[src/rtl/wb_port_arbiter.sv]
// Register-file write port arbiter: writeback stage first, MDU results
// drain from a small FIFO; busy scoreboard and starvation-forced stall.
// Ports:
//   clock, reset_n : clock, async active-low reset
//   pipe_*         : writeback stage write request
//   md_start*      : MDU issue (sets busy bit)
//   md_*           : MDU result handshake (valid/ready), exception redirect
//   pipe_stall     : one-cycle writeback freeze
//   busy_mask      : pending MDU destinations
//   waw_err        : sticky pipeline write to a busy register
//   ctrl_*, data_* : registered regfile write port
module wb_port_arbiter #(
  parameter int DEPTH        = 2,
  parameter int STARVE_LIMIT = 4
) (
  input  logic        clock,
  input  logic        reset_n,
  input  logic        pipe_we,
  input  logic [4:0]  pipe_reg,
  input  logic [31:0] pipe_data,
  input  logic        md_start,
  input  logic [4:0]  md_start_reg,
  input  logic        md_valid,
  output logic        md_ready,
  input  logic [4:0]  md_reg,
  input  logic [31:0] md_data,
  input  logic        md_exception,
  output logic        pipe_stall,
  output logic [31:0] busy_mask,
  output logic        waw_err,
  output logic        ctrl_writeEnable,
  output logic [4:0]  ctrl_writeReg,
  output logic [31:0] data_writeReg
);

  localparam int AW = $clog2(DEPTH);
  localparam int CW = $clog2(STARVE_LIMIT + 1);
  localparam logic [AW:0] FULL = (AW + 1)'(DEPTH);
  localparam logic [CW-1:0] LIM = CW'(STARVE_LIMIT);

  logic [4:0]  dst_q [DEPTH];
  logic [4:0]  clr_q [DEPTH];
  logic [31:0] dat_q [DEPTH];

  logic [AW-1:0] rd_q, wr_q;
  logic [AW:0]   cnt_q, cnt_d;
  logic [CW-1:0] stv_q, stv_d;
  logic          stall_q, stall_d;
  logic          en_q;
  logic [31:0]   busy_q, busy_d;
  logic          waw_q, waw_d;
  logic          we_q, we_d;
  logic [4:0]    wreg_q, wreg_d;
  logic [31:0]   wdat_q, wdat_d;

  logic grant, pop, push, empty;

  assign empty = (cnt_q == '0);
  // While the forced stall is up the FIFO is non-empty and pops for
  // sure, so a full FIFO may take a new entry in that same cycle.
  assign md_ready = en_q && ((cnt_q != FULL) || stall_q);

  always_comb begin
    grant  = pipe_we && !stall_q;
    pop    = !grant && !empty;
    push   = md_valid && md_ready;
    we_d   = 1'b0;
    wreg_d = wreg_q;
    wdat_d = wdat_q;
    if (grant) begin
      we_d   = (pipe_reg != 5'd0);
      wreg_d = pipe_reg;
      wdat_d = pipe_data;
    end else if (pop) begin
      we_d   = (dst_q[rd_q] != 5'd0);
      wreg_d = dst_q[rd_q];
      wdat_d = dat_q[rd_q];
    end

    stall_d = 1'b0;
    stv_d   = stv_q;
    if (pop || empty) begin
      stv_d = '0;
    end else if (grant) begin
      stv_d = stv_q + 1'b1;
      if (stv_d == LIM) begin
        stall_d = 1'b1;
        stv_d   = '0;
      end
    end

    cnt_d = cnt_q;
    if (push && !pop) cnt_d = cnt_q + 1'b1;
    if (pop && !push) cnt_d = cnt_q - 1'b1;

    busy_d = busy_q;
    if (pop) busy_d[clr_q[rd_q]] = 1'b0;
    if (md_start && md_start_reg != 5'd0)
      busy_d[md_start_reg] = 1'b1;

    waw_d = waw_q ||
      (grant && pipe_reg != 5'd0 && busy_q[pipe_reg]);
  end

  always_ff @(posedge clock or negedge reset_n) begin
    if (!reset_n) begin
      for (int i = 0; i < DEPTH; i++) begin
        dst_q[i] <= '0;
        clr_q[i] <= '0;
        dat_q[i] <= '0;
      end
      rd_q    <= '0;
      wr_q    <= '0;
      cnt_q   <= '0;
      stv_q   <= '0;
      stall_q <= 1'b0;
      en_q    <= 1'b0;
      busy_q  <= '0;
      waw_q   <= 1'b0;
      we_q    <= 1'b0;
      wreg_q  <= '0;
      wdat_q  <= '0;
    end else begin
      if (push) begin
        dst_q[wr_q] <= md_exception ? 5'd30 : md_reg;
        clr_q[wr_q] <= md_reg;
        dat_q[wr_q] <= md_data;
        wr_q        <= wr_q + 1'b1;
      end
      if (pop) rd_q <= rd_q + 1'b1;
      cnt_q   <= cnt_d;
      stv_q   <= stv_d;
      stall_q <= stall_d;
      en_q    <= 1'b1;
      busy_q  <= busy_d;
      waw_q   <= waw_d;
      we_q    <= we_d;
      wreg_q  <= wreg_d;
      wdat_q  <= wdat_d;
    end
  end

  assign pipe_stall       = stall_q;
  assign busy_mask        = busy_q;
  assign waw_err          = waw_q;
  assign ctrl_writeEnable = we_q;
  assign ctrl_writeReg    = wreg_q;
  assign data_writeReg    = wdat_q;

endmodule
[config.mk]
export PLATFORM = sky130hd
export DESIGN_NAME = wb_port_arbiter
export DESIGN_NICKNAME = d
export VERILOG_FILES = /design/src/rtl/wb_port_arbiter.sv
export SDC_FILE = /design/constraint.sdc
export NUM_CORES = 1
export LEC_CHECK = 0
export BUFFER_PORTS_ARGS = -buffer_cell sky130_fd_sc_hd__buf_4
export CORE_ASPECT_RATIO = 1.2
export CORE_MARGIN = 2
export CORE_UTILIZATION = 60
export CTS_BUF_LIST = sky130_fd_sc_hd__clkbuf_8
export DETAILED_ROUTE_END_ITERATION = 8
export HOLD_SLACK_MARGIN = 0.12
export PLACE_DENSITY = 0.93
export SLEW_MARGIN = 25
export SYNTH_ARGS = -nofsm -noshare
export SYNTH_HDL_FRONTEND = slang
export SYNTH_SLANG_ARGS = --single-unit
[constraint.sdc]
create_clock -name clock -period 3.3 [get_ports clock]
set_clock_uncertainty 0.2 [all_clocks]
set_input_delay 0.165 -clock clock [delete_from_list [all_inputs] [get_ports clock]]
set_output_delay 0.165 -clock clock [all_outputs]
set_load 0.03 [all_outputs]
==> impl_metrics.csv <==
group,metric,value,unit
routing,drc,0,
grt,antenna_found_initial,1,
placed_design,dp_hpwl,13000,um
layout,drive_gt1_frac,0.308,
yosys,synth_ff_type,"dfrtp_1",
clock_network,htreeDepth,4,
sta,slew_violations,0,
layout,mostFrequentLayoutCells,"dfrtp_1, buf_4, o21ai_0, dlygate4sd3_1, mux2_2",
floorplanning,core_area,0.0121,sq mm
routing,ant_nets,0,
yosys,yosysSeqAreaShare,0.553,
yosys,yosysWarningCount,0,
sta,fmax,334,MHz
power,p_leak,4.76,nW
floorplanning,dieWidth,105,um
sta,period_share,0.907,
grt,grt_pass1_wl,38600,um
power,p_seq_frac,0.377,
power,p_int,5.88,mW
worst_setup_path,crit_type,"reg2reg",
status,outcome,"completed",
routing,first_pass_iters,5,
yosys,synth_cell_types,44,
worst_setup_path,r2r_end,"busy_mask[17]$_DFF_PN0_",
sta,tightestPinTransition,0.946,ns
yosys,synth_seq_cells,164,
yosys,synth_cells,654,
clock_network,clkTransAtPathRegs,0.10,ns
floorplanning,start_util,0.615,
routing,drt_iter0_markers,499,
power,combPwrFrac,0.446,
sta,worst_slack,0.306,ns
floorplanning,top_level_ports,158,
clock_network,cts_tree,"done",
floorplanning,die_y,126,um
power,p_clk_frac,0.177,
grt,overflow,0,
grt,grt_pass1_vias,7317,
job,cap_violations,0,
placed_design,port_buffers,157,
layout,final_common_cell,"dfrtp_1",
layout,area_delta_synth_final,39.7,%
worst_setup_path,cp-start-kind,"flop",
power,ir_drop,0.564,mV
grt,grt_use_total,0.379,
yosys,netlist_area,0.00742,sq mm
layout,fin_cells,1089,
routing,finalWirelength,24300,um
worst_setup_path,cp_max_fo,34,
yosys,synth_top_area_cell,"dfrtp_1",
grt,grt_max_degree,126,
layout,layout.nets,1002,
placed_design,place.gp.congestion,0.892,
sta,slew_headroom,0.369,
yosys,ys_top_cells_by_area,"dfrtp_1, mux2_2, o21ai_0",
sta,fin_setup_tns,0,ns
clock_network,clock_latency,0.45,ns
layout,finish.utilization,0.859,
routing,num_vias,6675,
power,p_per_area,962,mW/mm^2
worst_setup_path,cp-end-kind,"flop",
clock_network,cts_resized,0,
clock_network,cts-buffers-inserted,17,
worst_setup_path,r2r_slack,0.31,ns
placed_design,place_inst,945,
clock_network,cts_root_buffer,"clkbuf_8",
clock_network,hold_buffers,111,
routing,viasPerCell,6.13,
sta,setup_viol,0,
power,swShare,0.410,
worst_setup_path,worst_ep_arrival_time,3.18,ns
power,total_power,9.97,mW
hold_path,min-delay-path-class,"in2async",
routing,wire_per_inst,22.3,um
clock_network,cts_setup_buffers,0,
yosys,avgSynthCellArea,11.3,sq um
sta,final_hold_viol_count,0,
worst_setup_path,r2r_start,"rd_q$_DFFE_PN0P_",
power,power.switching,4.08,mW
yosys,synth_edf_count,0,
worst_setup_path,rr_worst_depth,5,
yosys,syn-num-nets,742,
sta,rsz0062_at_grt,"false",
floorplanning,fp-row-count,44,
floorplanning,dieArea,0.0133,sq mm
yosys,async_reset_ff_frac,1.00,
clock_network,clock_sinks,164,
worst_setup_path,critPathRequiredTime,3.48,ns
clock_network,clock_path_buffers,2,
placed_design,place_ws,0.890,ns
yosys,synth_top_cell_area_share,0.553,
sta,period_needed,2.99,ns
-- area by class of cell --
class	count	area, sq um
clock inverters	13	233
well taps	161	201
fillers	561	1700
clock buffers	18	248
repair buffers	278	2420
diodes	2	5.00
flip-flops and latches	164	4110
multi-input cells	453	3140
-- sequential cells by signal, summed over array words and instances (netlist names) --
signal	cells
wr_q	1
data_writeReg	32
dat_q	64
rd_q	1
dst_q	10
pipe_stall	1
clr_q	10
en_q	1
waw_err	1
cnt_q	2
stv_q	3
ctrl_writeReg	5
ctrl_writeEnable	1
busy_mask	32
-- layer usage --
metal	part of all wire	vias up	wire length, um	track usage
met5	0	-	0	0
met4	0.054	0	1310	0.214
met3	0.059	113	1430	0.0709
met2	0.53	430	13000	0.672
met1	0.35	3273	8550	0.428
li1	-	2859	-	-
-- cell families after synthesis --
logic type,synth area share
compound gates,0.117
flops,0.553
simple gates,0.0973
mux,0.196
buf+inv,0.0248
xor+xnor,0.00591
fa+ha+maj,0.00506
other cells,0.000506
-- synth_stat cells (2+ instances only) --
cell type / count
buf_6: 2
dfrtp_1: 164
mux2_2: 78
or3b_2: 2
nand3_1: 6
mux2i_1: 42
buf_1: 3
nand2b_1: 6
nor2_1: 47
ha_1: 3
and3b_1: 5
nor2b_1: 5
buf_4: 5
nor3b_1: 8
a21oi_1: 37
nand4_1: 3
nand3b_1: 2
xor2_1: 3
nand2_1: 56
buf_2: 9
and3_1: 2
clkbuf_1: 18
mux4_1: 5
o211ai_1: 3
xnor2_1: 2
nor3_1: 4
and2_1: 2
o21ai_0: 116
-- metrics by stage --
step / hold slack [ns] / area, sq um
finish: 0.148 / 10400
global route: 0.260 / 10400
CTS: 0.247 / 10300
detailed placement: 0.171 / 8760
global placement: 0.168 / 8760
floorplan: -0.331 / 7420
-- critical path, cell delays in order (launching register included) --
cell	delay [ns]
dfrtp_2	0.88
nor3b_1	0.14
o211ai_1	0.74
o21ai_0	0.25
o21ai_0	0.13
dlygate4sd3_1	0.57
-- power groups by stage --
stage | Sequential [mW] | Clock, mW | Combinational, mW
after floorplan | 4.17 | 0 | 2.03
after global placement | 3.58 | 0 | 3.84
after detailed placement | 3.67 | 0 | 3.99
after CTS | 3.65 | 1.74 | 4.23
after global routing | 3.84 | 1.84 | 4.73
final | 3.76 | 1.76 | 4.45
-- how the worst max path moves through the flow --
stage | from | slack (ns) | cells after the start | end
after floorplan | pipe_stall$_DFF_PN0_ | 1.21 | 5 | dat_q[11]$_DFFE_PN0P_
after global placement | cnt_q[0]$_DFFE_PN0P_ | 0.95 | 4 | dat_q[41]$_DFFE_PN0P_
final | rd_q$_DFFE_PN0P_ | 0.31 | 5 | busy_mask[17]$_DFF_PN0_
after CTS | rd_q$_DFFE_PN0P_ | 0.55 | 5 | busy_mask[17]$_DFF_PN0_
after global routing | rd_q$_DFFE_PN0P_ | 0.20 | 5 | busy_mask[17]$_DFF_PN0_
after detailed placement | cnt_q[0]$_DFFE_PN0P_ | 0.89 | 4 | dat_q[47]$_DFFE_PN0P_
(Power assumes the default switching activity.)
